## config.mk

```make
export PLATFORM = sky130hd
export DESIGN_NAME = modport_converse_tx
export DESIGN_NICKNAME = d
export VERILOG_FILES = /design/src/rtl/modport_converse_pkg.sv /design/src/rtl/modport_converse_shifter.sv /design/src/rtl/modport_converse_tx.sv
export SDC_FILE = /design/constraint.sdc
export NUM_CORES = 1
export LEC_CHECK = 0
export ABC_CLOCK_PERIOD_IN_PS = 3300
export CORE_MARGIN = 10
export CORE_UTILIZATION = 40
export CTS_BUF_LIST = sky130_fd_sc_hd__clkbuf_4 sky130_fd_sc_hd__clkbuf_8
export DETAILED_ROUTE_END_ITERATION = 8
export PLACE_DENSITY = 0.69
export SLEW_MARGIN = 30
export SYNTH_ARGS = -nofsm -noshare
export SYNTH_HDL_FRONTEND = slang
export SYNTH_HIERARCHICAL = 1
export SYNTH_SLANG_ARGS = --single-unit
```

## constraint.sdc

```tcl
create_clock -name i_clk -period 3.3 [get_ports i_clk]
set_clock_uncertainty 0.05 [all_clocks]
set_input_delay 0.66 -clock i_clk [delete_from_list [all_inputs] [get_ports i_clk]]
set_output_delay 0.66 -clock i_clk [all_outputs]
set_load 0.03 [all_outputs]
```

## src/rtl/modport_converse_pkg.sv

```systemverilog
// Shared types and helpers for the converse-link transmitter.
package modport_converse_pkg;

  // Transmitter FSM: IDLE accepts a word, SEND shifts it out one bit per handshake.
  typedef enum logic {
    IDLE = 1'b0,
    SEND = 1'b1
  } state_t;

  // Counter width for counting up to n-1; never narrower than one bit so a
  // disabled or trivial counter still has a legal declaration.
  function automatic int cnt_width(input int n);
    return (n < 2) ? 1 : $clog2(n);
  endfunction

endpackage

```

## src/rtl/modport_converse_shifter.sv

```systemverilog
// Loadable shift register presenting the current bit to send on the link.
module modport_converse_shifter #(
  parameter int WIDTH     = 8,
  parameter bit MSB_FIRST = 1'b1
) (
  input  logic             clk,
  input  logic             rst,
  input  logic             load,
  input  logic             shift_en,
  input  logic [WIDTH-1:0] data,
  output logic             cur_bit
);

  logic [WIDTH-1:0] sr;

  // Load a fresh word or advance by one bit toward the output end.
  always_ff @(posedge clk or posedge rst) begin
    if (rst) begin
      sr <= '0;
    end else if (load) begin
      sr <= data;
    end else if (shift_en) begin
      if (MSB_FIRST) begin
        sr <= {sr[WIDTH-2:0], 1'b0};
      end else begin
        sr <= {1'b0, sr[WIDTH-1:1]};
      end
    end
  end

  // The output end is the MSB when sending MSB first, else the LSB.
  assign cur_bit = MSB_FIRST ? sr[WIDTH-1] : sr[0];

endmodule

```

## src/rtl/modport_converse_tx.sv

```systemverilog
// Word-to-bit serializer driving the slave end of the converse link.
//
// Handshakes:
//   word port : a word transfers on a rising edge where i_valid && o_ready;
//               o_ready is high only in IDLE and does not depend on i_valid.
//   link      : a bit transfers on a rising edge where o_a && i_c; o_a and
//               o_b are registered and o_b is held while o_a=1 and i_c=0.
//               i_d in SEND aborts the word and takes priority over i_c.
module modport_converse_tx
  import modport_converse_pkg::*;
#(
  parameter int WIDTH     = 8,
  parameter bit MSB_FIRST = 1'b1,
  parameter int TIMEOUT   = 0
) (
  input  logic             i_clk,
  input  logic             i_rst,
  input  logic             i_valid,
  output logic             o_ready,
  input  logic [WIDTH-1:0] i_data,
  output logic             o_a,
  output logic             o_b,
  input  logic             i_c,
  input  logic             i_d,
  output logic             o_busy,
  output logic             o_done,
  output logic             o_abort,
  output logic             o_timeout,
  output state_t           o_state
);

  localparam int BW = cnt_width(WIDTH);
  localparam int SW = cnt_width(TIMEOUT + 1);
  localparam logic [BW-1:0] LAST_BIT    = BW'(WIDTH - 1);
  localparam logic [SW-1:0] STALL_LIMIT = SW'(TIMEOUT);

  state_t          state;
  logic [BW-1:0]   bit_cnt;
  logic [SW-1:0]   stall_cnt;
  logic [SW-1:0]   stall_inc;
  logic            timeout_hit;
  logic            load;
  logic            shift_en;
  logic            ready_q;
  logic            a_q;
  logic            busy_q;
  logic            done_q;
  logic            abort_q;
  logic            timeout_q;

  // Word load in IDLE; bit advance on a completed, non-aborted handshake.
  assign load     = (state == IDLE) && i_valid;
  assign shift_en = (state == SEND) && i_c && !i_d;

  // Saturating stall increment and the self-abort condition it feeds.
  always_comb begin
    stall_inc   = (stall_cnt == '1) ? stall_cnt : stall_cnt + SW'(1);
    timeout_hit = 1'b0;
    if (TIMEOUT > 0) begin
      timeout_hit = (stall_inc == STALL_LIMIT);
    end
  end

  // Transmit FSM with bit/stall counters and registered status pulses.
  always_ff @(posedge i_clk or posedge i_rst) begin
    if (i_rst) begin
      state     <= IDLE;
      bit_cnt   <= '0;
      stall_cnt <= '0;
      ready_q   <= 1'b1;
      a_q       <= 1'b0;
      busy_q    <= 1'b0;
      done_q    <= 1'b0;
      abort_q   <= 1'b0;
      timeout_q <= 1'b0;
    end else begin
      done_q    <= 1'b0;
      abort_q   <= 1'b0;
      timeout_q <= 1'b0;
      case (state)
        IDLE: begin
          if (i_valid) begin
            state     <= SEND;
            bit_cnt   <= '0;
            stall_cnt <= '0;
            ready_q   <= 1'b0;
            a_q       <= 1'b1;
            busy_q    <= 1'b1;
          end
        end
        SEND: begin
          if (i_d) begin
            // Far-end abort: the bit in flight is discarded.
            state   <= IDLE;
            ready_q <= 1'b1;
            a_q     <= 1'b0;
            busy_q  <= 1'b0;
            abort_q <= 1'b1;
          end else if (i_c) begin
            stall_cnt <= '0;
            if (bit_cnt == LAST_BIT) begin
              state   <= IDLE;
              ready_q <= 1'b1;
              a_q     <= 1'b0;
              busy_q  <= 1'b0;
              done_q  <= 1'b1;
            end else begin
              bit_cnt <= bit_cnt + BW'(1);
            end
          end else if (timeout_hit) begin
            state     <= IDLE;
            stall_cnt <= stall_inc;
            ready_q   <= 1'b1;
            a_q       <= 1'b0;
            busy_q    <= 1'b0;
            timeout_q <= 1'b1;
          end else begin
            stall_cnt <= stall_inc;
          end
        end
        default: begin
          state <= IDLE;
        end
      endcase
    end
  end

  modport_converse_shifter #(
    .WIDTH     (WIDTH),
    .MSB_FIRST (MSB_FIRST)
  ) u_shifter (
    .clk      (i_clk),
    .rst      (i_rst),
    .load     (load),
    .shift_en (shift_en),
    .data     (i_data),
    .cur_bit  (o_b)
  );

  assign o_ready   = ready_q;
  assign o_a       = a_q;
  assign o_busy    = busy_q;
  assign o_done    = done_q;
  assign o_abort   = abort_q;
  assign o_timeout = timeout_q;
  assign o_state   = state;

endmodule

```

==> impl_metrics.py <==
metrics = {
    "timing": {
        "period_share_pct": 66.3,
        "whs_ns": 0.446,
        "max_freq_mhz": 457,
        "fin_crit_ns": 2.19,
        "rsz0062_at_grt": "false",
        "hold_viol": 0,
        "tightestPinTransition_ns": 0.791,
        "setup_viol": 0,
        "slew_viol_final": 0,
        "setup_tns_ns": 0,
        "maxSlewHeadroom_pct": 47.0,
    },
    "die": {
        "io_pins": 21,
        "dieHeight_um": 63.3,
        "coreArea_um2": 1750,
        "fp-row-count": 15,
        "die_area_um2": 4000,
        "start_util_pct": 42.9,
        "die_x_um": 63.3,
    },
    "global_route": {
        "gr-usage-all-layers_pct": 8.60,
        "grt_pass1_wl_um": 2790,
        "overflow": 0,
        "grt_pass1_vias": 618,
        "antenna_found_initial": 0,
        "grt_max_degree": 17,
    },
    "critical_path": {
        "cpMaxStageDelayCell": "clkdlybuf4s50_1",
        "end_kind": "output pin",
        "timing.rr.end": "u_shifter/sr[1]",
        "path_depth": 1,
        "crit_chain": "clkdlybuf4s50_1",
        "crit_start": "o_ready",
        "path_max_fanout": 2,
        "criticalPathCategory": "reg2out",
        "cp_top_family": "buffers and inverters",
        "crit_buf_inv": 1,
        "crit_required_ns": 2.59,
        "cp-start-kind": "flip-flop",
        "r2r_cells": 4,
        "worstPathArrival_ns": 1.48,
        "rrSetupSlack_ns": 1.57,
        "r2r_start": "o_state",
        "max_stage_delay_ns": 0.66,
    },
    "cts": {
        "htreeDepth": 1,
        "root_buffer": "clkbuf_4",
        "clock-sinks": 16,
        "cts_setup_buffers": 0,
        "cts_resized": 0,
        "numCtsBuffers": 3,
        "cts_tree": "done",
        "clockBufferDepth": 2,
        "clkLatencyLatePin_ns": 0.28,
        "path_clk_slew_ns": 0.10,
        "cts_hold_buf": 0,
    },
    "synth": {
        "synth_cell_types": 17,
        "ys_seq_area_share_pct": 53.6,
        "synth_nets": 87,
        "synth_area_leaders": "dfrtp_1, mux2i_1, nand2_1, o21ai_1, dfstp_2",
        "ys_ff_latch": 16,
        "synth_top_area_share_pct": 50.1,
        "synth_top_area_cell": "dfrtp_1",
        "synthesis.area_um2": 749,
        "avgSynthCellArea_um2": 10.4,
        "syn-instance-count": 72,
        "yosys_warnings": 6,
    },
    "place": {
        "gp_congestion": 0.732,
        "place_area_um2": 933,
        "numPlacedInstances": 112,
        "dp_hpwl_um": 1210,
        "portBuffers": 19,
    },
    "route": {
        "viasPerCell": 4.55,
        "drc": 0,
        "drtAntennaViolNets": 0,
        "wl_per_cell_um": 13.2,
        "drt_iter0_drc": 14,
        "vias": 528,
        "drt-total-wl_um": 1540,
        "drt_first_pass_iters": 2,
    },
    "worst_hold_path": {
        "min_from": "bit_cnt[0]",
        "hold_path_depth": 1,
        "min_to": "bit_cnt[0]",
        "hp-class": "reg2reg",
    },
    "pwr": {
        "p_per_area_nw_per_um2": 544,
        "power_frac_seq_pct": 49.0,
        "power.internal_mw": 0.366,
        "comb_power_share_pct": 26.7,
        "power_frac_clock_pct": 24.4,
        "p_total_mw": 0.528,
        "power.share.switching_pct": 30.6,
        "switching_power_mw": 0.161,
        "ir_drop_mv": 0.291,
        "p_leak_nw": 0.429,
    },
    "final_layout": {
        "multi_input_area_um2": 295,
        "layout_common_cells": "clkdlybuf4s50_1, nand2_1, dfrtp_1",
        "diodes": 0,
        "drive_gt1_share_pct": 7.69,
        "nFillCells": 168,
        "seqCellArea_um2": 402,
        "fin_area_um2": 970,
        "area_delta_synth_final_pct": 29.4,
        "num-nets-final": 107,
        "layout_commonest_cell": "clkdlybuf4s50_1",
        "fin_cells": 116,
    },
    "status": {
        "status": "complete, no violations",
    },
    "flow_run": {
        "max_cap_viol_count": 0,
    },
}
==> layer usage <==
layer	share of wire, %	global-route usage (%)
met4	0	3.28
met3	7.0	4.06
met5	0	0
met1	46	9.51
met2	47	14.0
==> kinds of logic after synthesis <==
group | after synthesis | synth area share (%)
simple gates | 24 | 16.2
flops | 16 | 53.6
compound gates | 13 | 8.68
buf+inv | 8 | 7.01
mux | 8 | 10.7
fa+ha+maj | 2 | 3.34
other cells | 1 | 0.500
==> power groups by stage <==
stage	clock network, mW	logic, mW	registers, mW
floorplan	0	0.0721	0.280
global placement	0	0.139	0.261
detailed placement	0	0.143	0.263
CTS	0.135	0.144	0.259
global route	0.146	0.157	0.265
finish	0.129	0.141	0.258
==> through the flow <==
step | worst slack (ns) | util (%)
global route | 1.04 | 55.6
floorplan | 1.85 | -
finish | 1.11 | 55.6
global placement | 0.974 | 53.5
CTS | 1.09 | 55.6
detailed placement | 0.925 | 53.5
==> worst reg2reg max path, cell delays in order, from the launching register on <==
cell,delay [ns]
dfrtp_1,0.44
inv_1,0.09
nor3b_2,0.67
mux2i_1,0.27
o21ai_1,0.08
==> layout make-up <==
cell class,instances,area share (%)
sequential,16,41.4
multi-input combinational,48,30.5
timing repair buffer,19,19.6
clock buffer,4,3.74
tap,25,3.23
inverter,4,1.55
==> registers in the layout, summed over array words and instances (netlist names) <==
name / cells
o_busy: 1
o_abort: 1
bit_cnt: 3
o_state: 1
o_ready: 1
u_shifter/sr: 8
o_done: 1
==> synthesized netlist by cell type (all sizes together) <==
master / number
and2: 2
and4bb: 1
nor3b: 1
dfstp: 1
nand2: 17
o21ai: 12
inv: 4
mux2i: 8
ha: 2
nand2b: 2
dfrtp: 15
a21oi: 1
conb: 1
buf: 4
nor2: 1
==> worst max path at each step <==
stage                                  to
after floorplan                    o_busy
after global placement    u_shifter/sr[6]
after detailed placement  u_shifter/sr[7]
after CTS                         o_ready
after global routing              o_state
final                             o_ready
No activity file was read; power rests on OpenSTA's default activity.
